[src/rtl/sevenseg_pkg.sv]
// Shared seven-segment definitions: the hex font, the reader FSM state codes,
// the blank bus code and the default digit count.
package sevenseg_pkg;

  localparam int DEFAULT_DIGITS = 4;

  // Active-high segment patterns, gfedcba order (bit0 = a).
  localparam logic [6:0] SEG_0 = 7'h3F;
  localparam logic [6:0] SEG_1 = 7'h06;
  localparam logic [6:0] SEG_2 = 7'h5B;
  localparam logic [6:0] SEG_3 = 7'h4F;
  localparam logic [6:0] SEG_4 = 7'h66;
  localparam logic [6:0] SEG_5 = 7'h6D;
  localparam logic [6:0] SEG_6 = 7'h7D;
  localparam logic [6:0] SEG_7 = 7'h07;
  localparam logic [6:0] SEG_8 = 7'h7F;
  localparam logic [6:0] SEG_9 = 7'h6F;
  localparam logic [6:0] SEG_A = 7'h77;
  localparam logic [6:0] SEG_B = 7'h7C;
  localparam logic [6:0] SEG_C = 7'h39;
  localparam logic [6:0] SEG_D = 7'h5E;
  localparam logic [6:0] SEG_E = 7'h79;
  localparam logic [6:0] SEG_F = 7'h71;

  // All segments off as seen on the active-low bus.
  localparam logic [6:0] BLANK_SEG_N = 7'h7F;

  localparam logic [1:0] ST_IDLE     = 2'd0;
  localparam logic [1:0] ST_SETTLE   = 2'd1;
  localparam logic [1:0] ST_CAPTURED = 2'd2;

  typedef enum logic [1:0] {
    IDLE     = ST_IDLE,
    SETTLE   = ST_SETTLE,
    CAPTURED = ST_CAPTURED
  } state_e;

  // Forward hex-to-segment decode; the reader inverts this table.
  function automatic logic [6:0] seg_encode(input logic [3:0] value);
    case (value)
      4'h0:    return SEG_0;
      4'h1:    return SEG_1;
      4'h2:    return SEG_2;
      4'h3:    return SEG_3;
      4'h4:    return SEG_4;
      4'h5:    return SEG_5;
      4'h6:    return SEG_6;
      4'h7:    return SEG_7;
      4'h8:    return SEG_8;
      4'h9:    return SEG_9;
      4'hA:    return SEG_A;
      4'hB:    return SEG_B;
      4'hC:    return SEG_C;
      4'hD:    return SEG_D;
      4'hE:    return SEG_E;
      default: return SEG_F;
    endcase
  endfunction

endpackage

[src/rtl/sevenseg_pattern_lookup.sv]
// Combinational reverse decode of an active-high gfedcba pattern to its hex
// value; hit is low for any pattern outside the 16-entry font.
module sevenseg_pattern_lookup
  import sevenseg_pkg::*;
(
  input  logic [6:0] pattern,
  output logic       hit,
  output logic [3:0] hex
);

  logic [15:0] match;

  genvar gi;
  generate
    for (gi = 0; gi < 16; gi++) begin : g_match
      assign match[gi] = (pattern == seg_encode(4'(gi)));
    end
  endgenerate

  // Font entries are distinct, so at most one match bit is ever set.
  always_comb begin
    hit = |match;
    hex = 4'h0;
    for (int i = 0; i < 16; i++) begin
      if (match[i]) begin
        hex = 4'(i);
      end
    end
  end

endmodule

[src/rtl/sevenseg_reader.sv]
// Seven-segment bus reader: debounces the multiplexed display lines and stores
// the reverse-decoded value per digit. Option macro: SEVENSEG_READER_BLANK_EN.
module sevenseg_reader
  import sevenseg_pkg::*;
#(
  parameter int K_DIGITS = DEFAULT_DIGITS,
  parameter int K_STABLE = 4
) (
  input  logic                  i_clk,
  input  logic                  i_reset,
  input  logic [6:0]            i_seg_n,
  input  logic [K_DIGITS-1:0]   i_an_n,
  output logic [4*K_DIGITS-1:0] o_hex,
  output logic [K_DIGITS-1:0]   o_valid_mask,
  output logic                  o_err,
  output logic                  o_frame_done
);

  localparam int SW = K_DIGITS + 7;
  localparam int CW = (K_STABLE > 2) ? $clog2(K_STABLE) : 1;
  localparam logic [CW-1:0] CNT_MAX = CW'(K_STABLE - 1);

`ifdef SEVENSEG_READER_BLANK_EN
  localparam logic BLANK_LEGAL = 1'b1;
`else
  localparam logic BLANK_LEGAL = 1'b0;
`endif

  logic [SW-1:0]         sample_reg;
  logic [SW-1:0]         sample_next;
  logic                  changed;
  logic [CW-1:0]         cnt_reg;
  logic [CW-1:0]         cnt_next;
  logic [1:0]            state_reg;
  logic [1:0]            state_next;

  logic [K_DIGITS-1:0]   an_n;
  logic [6:0]            seg_n;
  logic [6:0]            seg;
  logic [K_DIGITS-1:0]   digit_sel;
  logic                  one_hot;
  logic                  commit;

  logic                  lut_hit;
  logic [3:0]            lut_hex;
  logic                  write_hit;
  logic                  write_blank;

  logic [4*K_DIGITS-1:0] hex_reg;
  logic [4*K_DIGITS-1:0] hex_next;
  logic [K_DIGITS-1:0]   mask_reg;
  logic [K_DIGITS-1:0]   mask_next;
  logic [K_DIGITS-1:0]   acc_reg;
  logic [K_DIGITS-1:0]   acc_set;
  logic [K_DIGITS-1:0]   acc_next;
  logic                  err_reg;
  logic                  err_next;
  logic                  frame_reg;
  logic                  frame_next;

  // Stability is judged against the incoming sample so the count restarts on
  // the same edge that captures a new bus value.
  assign sample_next = {i_an_n, i_seg_n};
  assign changed     = (sample_next != sample_reg);

  always_comb begin
    cnt_next = cnt_reg;
    if (changed) begin
      cnt_next = '0;
    end else if (cnt_reg != CNT_MAX) begin
      cnt_next = cnt_reg + 1'b1;
    end
  end

  assign an_n      = sample_reg[SW-1:7];
  assign seg_n     = sample_reg[6:0];
  assign seg       = ~seg_n;
  assign digit_sel = ~an_n;
  assign one_hot   = $onehot(digit_sel);
  assign commit    = (state_reg == ST_SETTLE) && one_hot && (cnt_reg == CNT_MAX);

  // cnt_reg only reads zero on the cycle right after S changed.
  always_comb begin
    state_next = state_reg;
    case (state_reg)
      ST_IDLE: begin
        if (one_hot) state_next = ST_SETTLE;
      end
      ST_SETTLE: begin
        if (!one_hot)    state_next = ST_IDLE;
        else if (commit) state_next = ST_CAPTURED;
      end
      ST_CAPTURED: begin
        if (cnt_reg == '0) state_next = one_hot ? ST_SETTLE : ST_IDLE;
      end
      default: state_next = ST_IDLE;
    endcase
  end

  sevenseg_pattern_lookup u_lookup (
    .pattern (seg),
    .hit     (lut_hit),
    .hex     (lut_hex)
  );

  assign write_hit   = commit & lut_hit;
  assign write_blank = BLANK_LEGAL & commit & ~lut_hit & (seg_n == BLANK_SEG_N);
  assign err_next    = commit & ~lut_hit & ~write_blank;

  genvar gi;
  generate
    for (gi = 0; gi < K_DIGITS; gi++) begin : g_digit
      assign hex_next[4*gi +: 4] = (write_hit & digit_sel[gi]) ? lut_hex : hex_reg[4*gi +: 4];
      assign mask_next[gi] = (write_hit & digit_sel[gi])   ? 1'b1 :
                             (write_blank & digit_sel[gi]) ? 1'b0 : mask_reg[gi];
      assign acc_set[gi]   = acc_reg[gi] | ((write_hit | write_blank) & digit_sel[gi]);
    end
  endgenerate

  // The accumulator never rests at all-ones: completing it clears it at once.
  assign frame_next = (write_hit | write_blank) & (&acc_set);
  assign acc_next   = frame_next ? '0 : acc_set;

  always_ff @(posedge i_clk or posedge i_reset) begin
    if (i_reset) begin
      sample_reg <= '1;
      cnt_reg    <= '0;
      state_reg  <= ST_IDLE;
      hex_reg    <= '0;
      mask_reg   <= '0;
      acc_reg    <= '0;
      err_reg    <= 1'b0;
      frame_reg  <= 1'b0;
    end else begin
      sample_reg <= sample_next;
      cnt_reg    <= cnt_next;
      state_reg  <= state_next;
      hex_reg    <= hex_next;
      mask_reg   <= mask_next;
      acc_reg    <= acc_next;
      err_reg    <= err_next;
      frame_reg  <= frame_next;
    end
  end

  assign o_hex        = hex_reg;
  assign o_valid_mask = mask_reg;
  assign o_err        = err_reg;
  assign o_frame_done = frame_reg;

endmodule
[config.mk]
export PLATFORM = sky130hd
export DESIGN_NAME = sevenseg_reader
export DESIGN_NICKNAME = d
export VERILOG_FILES = /design/src/rtl/sevenseg_pkg.sv /design/src/rtl/sevenseg_pattern_lookup.sv /design/src/rtl/sevenseg_reader.sv
export SDC_FILE = /design/constraint.sdc
export NUM_CORES = 1
export LEC_CHECK = 0
export CORE_MARGIN = 1
export CORE_UTILIZATION = 50
export CTS_CLUSTER_SIZE = 16
export DETAILED_ROUTE_END_ITERATION = 6
export PLACE_DENSITY_LB_ADDON = 0.15
export SLEW_MARGIN = 20
export SYNTH_ARGS = -nofsm -noshare
export SYNTH_HDL_FRONTEND = slang
export SYNTH_SLANG_ARGS = --single-unit
[constraint.sdc]
create_clock -name i_clk -period 3.9 [get_ports i_clk]
set_clock_uncertainty 0.2 [all_clocks]
set_input_delay 0.78 -clock i_clk [delete_from_list [all_inputs] [get_ports i_clk]]
set_output_delay 0.78 -clock i_clk [all_outputs]
set_load 0.01 [all_outputs]
After elaboration in Yosys (flattened, before gate mapping):

Cells that the tools add are included.

* memories: 0
* latch bits: 0
* bits in read-only memories: 0
* RAM bits: 0
* output and inout port bits: 22
* input bits: 13
* word-level logic and storage cells: 89
* register bits: 41

* divide/modulo/power cells: 0
* reductions and logical operators: 8
* equal/unequal tests: 25
* $mul: 0
* $add $sub $neg: 4
* bitwise operators: 14
* $lt $le $gt $ge: 0
* mux-type cells: 24
* shift-type cells: 0

Operator list (count)
* 7-bit == test (second input constant): 12
* 4-bit two-way mux: 9
* 2-bit two-way mux: 8
* 16-bit OR reduction: 1
* 7-bit by 3-bit == test with 1-bit output (second input constant): 2
* 7-bit by 6-bit == test with 1-bit output (second input constant): 2
* 3-bit two-way mux: 4
* 11-bit inequality test: 1
* 1-bit bitwise AND: 7
* 7-bit NOT: 1
* 2-bit inequality test (second input constant): 3
* 2-bit case mux with 3 select lines: 1
* 1-bit by 1-bit adder with 2-bit output: 2
* 2-bit == test (second input constant): 2
* 2-bit zero test: 2
* 4-bit NOT: 1
* 1-bit OR: 4
* 4-bit AND reduction: 1
* 2-bit by 2-bit adder with 3-bit output: 1
* 3-bit by 1-bit == test with 1-bit output (second input constant): 1
* 3-bit inequality test (second input constant): 1
* 3-bit AND reduction: 1
* 2-bit by 1-bit adder with 2-bit output (second input constant): 1
* 2-bit by 1-bit == test with 1-bit output (second input constant): 1
* 4 further kinds: 6

Longest topological paths before layout:

* depth in word-level cells: 17
* depth in mapped cells: 9

By module:

A second synthesis with hierarchy kept.

* cell total of the unflattened synthesis: 181
* area, all modules: 2197.1 um2

Modules (own cells, without submodules)
* sevenseg_reader: instances 1, cells an instance 127, area each 1798.0 um2
* sevenseg_pattern_lookup: instances 1, cells an instance 54, area each 399.1 um2

Worst setup path before layout:

OpenSTA, ideal clock, no wires.

* path type: register to register
* start: register sample_reg[10]
* end: register hex_reg[5], in the netlist o_hex[5]
* path buffers: 1
* cell stages (with the launch flop): 10
* slack: 1148 ps
* data required time: 3573 ps
* data arrival time: 2425 ps
* setup time: 127 ps
* path through: dfstp_2 fa_1 inv_1 ha_1 ha_1 nor2_1 nand3_1 or3_1 buf_6 mux2_1

* word-level cells in the longest chain between the ends: 8

RTL lines
* from (decl): RTL line sevenseg_reader.sv:29 `logic [SW-1:0] sample_reg;`
* from (signal assigned): RTL line sevenseg_reader.sv:135 `sample_reg <= sample_next;`
* 4-bit NOT: RTL line sevenseg_reader.sv:78 `assign digit_sel = ~an_n;`
* 1-bit by 1-bit adder with 2-bit output (implied by the code): RTL line sevenseg_reader.sv:79 `assign one_hot = $onehot(digit_sel);`
* 2-bit by 2-bit adder with 3-bit output (implied by the code): RTL line sevenseg_reader.sv:79
* 3-bit by 1-bit == test with 1-bit output: RTL line sevenseg_reader.sv:79
* 1-bit logical AND (2 in a row): RTL line sevenseg_reader.sv:80 `assign commit = (state_reg == ST_SETTLE) && one_hot && (cnt_reg == CNT_MAX);`
* 1-bit bitwise AND: RTL line sevenseg_reader.sv:106 `assign write_hit = commit & lut_hit;`
* 1-bit bitwise AND: RTL line sevenseg_reader.sv:113 `assign hex_next[4*gi +: 4] = (write_hit & digit_sel[gi]) ? lut_hex : hex_reg[4*gi +: 4];`
* to (signal assigned): RTL line sevenseg_reader.sv:138 `hex_reg <= hex_next;`
* to (decl): RTL line sevenseg_reader.sv:49 `logic [4*K_DIGITS-1:0] hex_reg;`

Every way passes these cells.
A chain may end at the register's enable or synchronous reset.

Worst setup path in the final report:

* start: register sample_reg[10]
* end: register hex_reg[1], in the netlist o_hex[1]

The elaborated chain is that of the path after synthesis.

==> metrics <==
final net count 223; Int Power 0.0005936 W; multi-input logic area 909.6 um2; Final Hold Vio Count 0; number of global-route vias before repair 1442; number of remaining DRC errors 0; synthesis-to-finish area growth 20.47%; synth top area cells dfrtp_1 (36%), dfstp_2 (14%), mux2_4 (6.5%), xor2_1 (5.9%), ha_1 (2.4%); Crit path arrival time 3.01 ns; Sink Count 41; ys async rst share 1.000; critical path, cell by cell fa_1 -> inv_1 -> ha_1 -> ha_1 -> nor2_1 -> nand3_1 -> or3_1 -> mux2_1; dpl cell area 2402 um2; Routed Antenna Nets 0; Post-synth EDFFs 0; post-DR vias/cell 5.524; diode count 0; Crit path largest cell delay 0.59 ns; CP Launch Type flop; layout cells sized above 1 0.1990; CTS Buf Count 5; number of library cell types mapped by synthesis 47; main flop type after synthesis dfrtp_1; core area 3799 um2; CTS tree done; register area share after synthesis 0.5033; Syn Area/Cell 11.94 um2; Routability Congestion 0.7901; synthesized flop and latch total 41; final setup violation count 0; post-cts gate resize count 0; Final HPWL DP 2927 um; outcome complete, no violations; Fill cells 296; largest area contributor in the netlist dfrtp_1; worst r2r src sample_reg[10]; Final Core Density 0.6551; Worst Tran Pin Value 0.6327 ns; # IOs 35; Pre-Repair DR Iteration Count 4; die area 4392 um2; Setup CP Type reg2reg; switch share 0.2505; CP Data Required Time 3.88 ns; cell area after layout 2489 um2; CP bufs+invs 1; FF/Latch Area 1040 um2; RSZ-0062 raised after global routing false; initial antenna violation count 0; Seq pwr share 0.575; crit end category flop; Post-synth top cells dfrtp_1 (30), xor2_1 (14), inv_1 (12); fin crit period 3.028 ns; gr usage total 0.2125; setup total negative slack 0 ns; Crit path max-delay family simple AND/OR/NAND/NOR gates; fmax 330.2 MHz; Post-CTS Hold Fix Bufs 0; Hold Crit Start o_valid_mask[1]; Worst VDD drop 207.3 uV; post-synthesis instance total 173; MaxCap Viol Count 0; Final Cycle Share 0.7765; Yosys Warn Count 0; switching power 0.0001984 W; final slew viol count 0; combinational share of power 0.080; hold crit path type reg2reg; Hold Slack 0.2704 ns; first-pass GRT wire length 6865 um; drt total wl 3899 um; die width 66.28 um; Worst Path Max Fanout 8; Syn Nets 191; clock power share 0.345; detailed router's first-iteration violation count 80; pin count of the biggest net entering global routing 32; Post-CTS Setup Inserts 0; CP max-delay cell dfstp_2; routed len/inst 15.35 um; Die H 66.28 um; clk root buf clkbuf_8; Lkg Pwr 1.145 nW; Reg clk slew, reported paths 0.08 ns; P per Cell Area 318.2 nW/um2; number of port buffers 34; total number of vias 1403; CP most frequent cell ha_1; Synth top area share 0.3634; relative slew slack 0.5776; later-pin clock latency in the skew report 0.30 ns; Cell Area, Synth 2066 um2; num rows 22; H-tree Lvls 2; CP Launch Point sample_reg[10]; maximum root-to-sink buffer count 2; initial core utilization 0.5438; GRT overflow 0; flip-flop count of the largest register after layout 16; most frequent cell after synthesis dfrtp_1
power by group through the flow:
| stage | logic (W) | registers (W) | clock network, W |
|---|---|---|---|
| final | 0.0000636 | 0.000455 | 0.000273 |
| after detailed placement | 0.0000647 | 0.000463 | 0 |
| after CTS | 0.0000646 | 0.000455 | 0.000281 |
| after floorplan | 0.0000489 | 0.000451 | 0 |
| after global routing | 0.0000719 | 0.000457 | 0.000300 |
| after global placement | 0.0000615 | 0.000462 | 0 |
area by class of cell:
type | instances | area share
Clock inverter | 3 | 0.007039
Sequential cell | 41 | 0.4178
Timing Repair Buffer | 35 | 0.1398
Tap cell | 48 | 0.02413
Inverter | 12 | 0.01810
Multi-Input combinational cell | 110 | 0.3655
Clock buffer | 5 | 0.02765
through the flow:
step	cells	total power (W)	worst slack [ns]
2_1_floorplan	173	0.0004995	1.148
3_3_place_gp	246	0.0005234	0.9313
3_5_place_dp	246	0.0005275	0.8591
4_1_cts	254	0.0008007	0.8651
5_1_grt	254	0.0008293	0.7012
6_report	254	0.0007920	0.8717
cell families (layout without fill, tap and decap cells):
| logic type | count (synthesis) | count (layout) | share of synthesized area |
|---|---|---|---|
| and+or+nand+nor | 56 | 56 | 0.1756 |
| DFF | 41 | 41 | 0.5033 |
| adders and majority gates | 5 | 5 | 0.03392 |
| AOI/OAI and AO/OA | 18 | 18 | 0.06299 |
| buffers and inverters | 22 | 55 | 0.05632 |
| muxes | 17 | 17 | 0.1084 |
| xor gates and xnor gates | 14 | 14 | 0.05936 |
worst reg2reg max path, cell delays in order, from the launching register on:
cell and delay, ns:
dfstp_2 0.59, fa_1 0.43, inv_1 0.07, ha_1 0.14, ha_1 0.22, nor2_1 0.14
nand3_1 0.23, or3_1 0.54, mux2_1 0.36
per-layer routing:
metal | up-vias | GRT usage | wire length (um)
met1 | 684 | 0.2602 | 1715
li1 | 667 | - | -
met2 | 45 | 0.3559 | 1935
met5 | - | 0 | 0
met4 | 0 | 0.07713 | 61
met3 | 7 | 0.05862 | 186
cell usage in the layout (no fill, tap or decap), types with 4 or more instances in the layout:
cell	instances
nand2_1	6
mux2_2	4
nor2_1	6
mux2_4	9
nand2b_1	7
xor2_1	14
clkbuf_8	5
nor4_1	4
clkdlybuf4s50_1	34
inv_1	11
ha_1	4
dfstp_2	11
or3_1	4
dfrtp_1	30
o21ai_0	5
final timing paths:
path	end	slack [ns]	cells past startpoint
max	o_hex[1]	0.87	8
min	o_valid_mask[1]	0.27	1
max reg2reg	o_hex[1]	0.87	8
min reg2reg	o_valid_mask[1]	0.27	1
max in group asynchronous	sample_reg[1]	2.16	3
min in group asynchronous	state_reg[1]	0.67	2
Note: power is estimated with default switching activity, not from simulation.
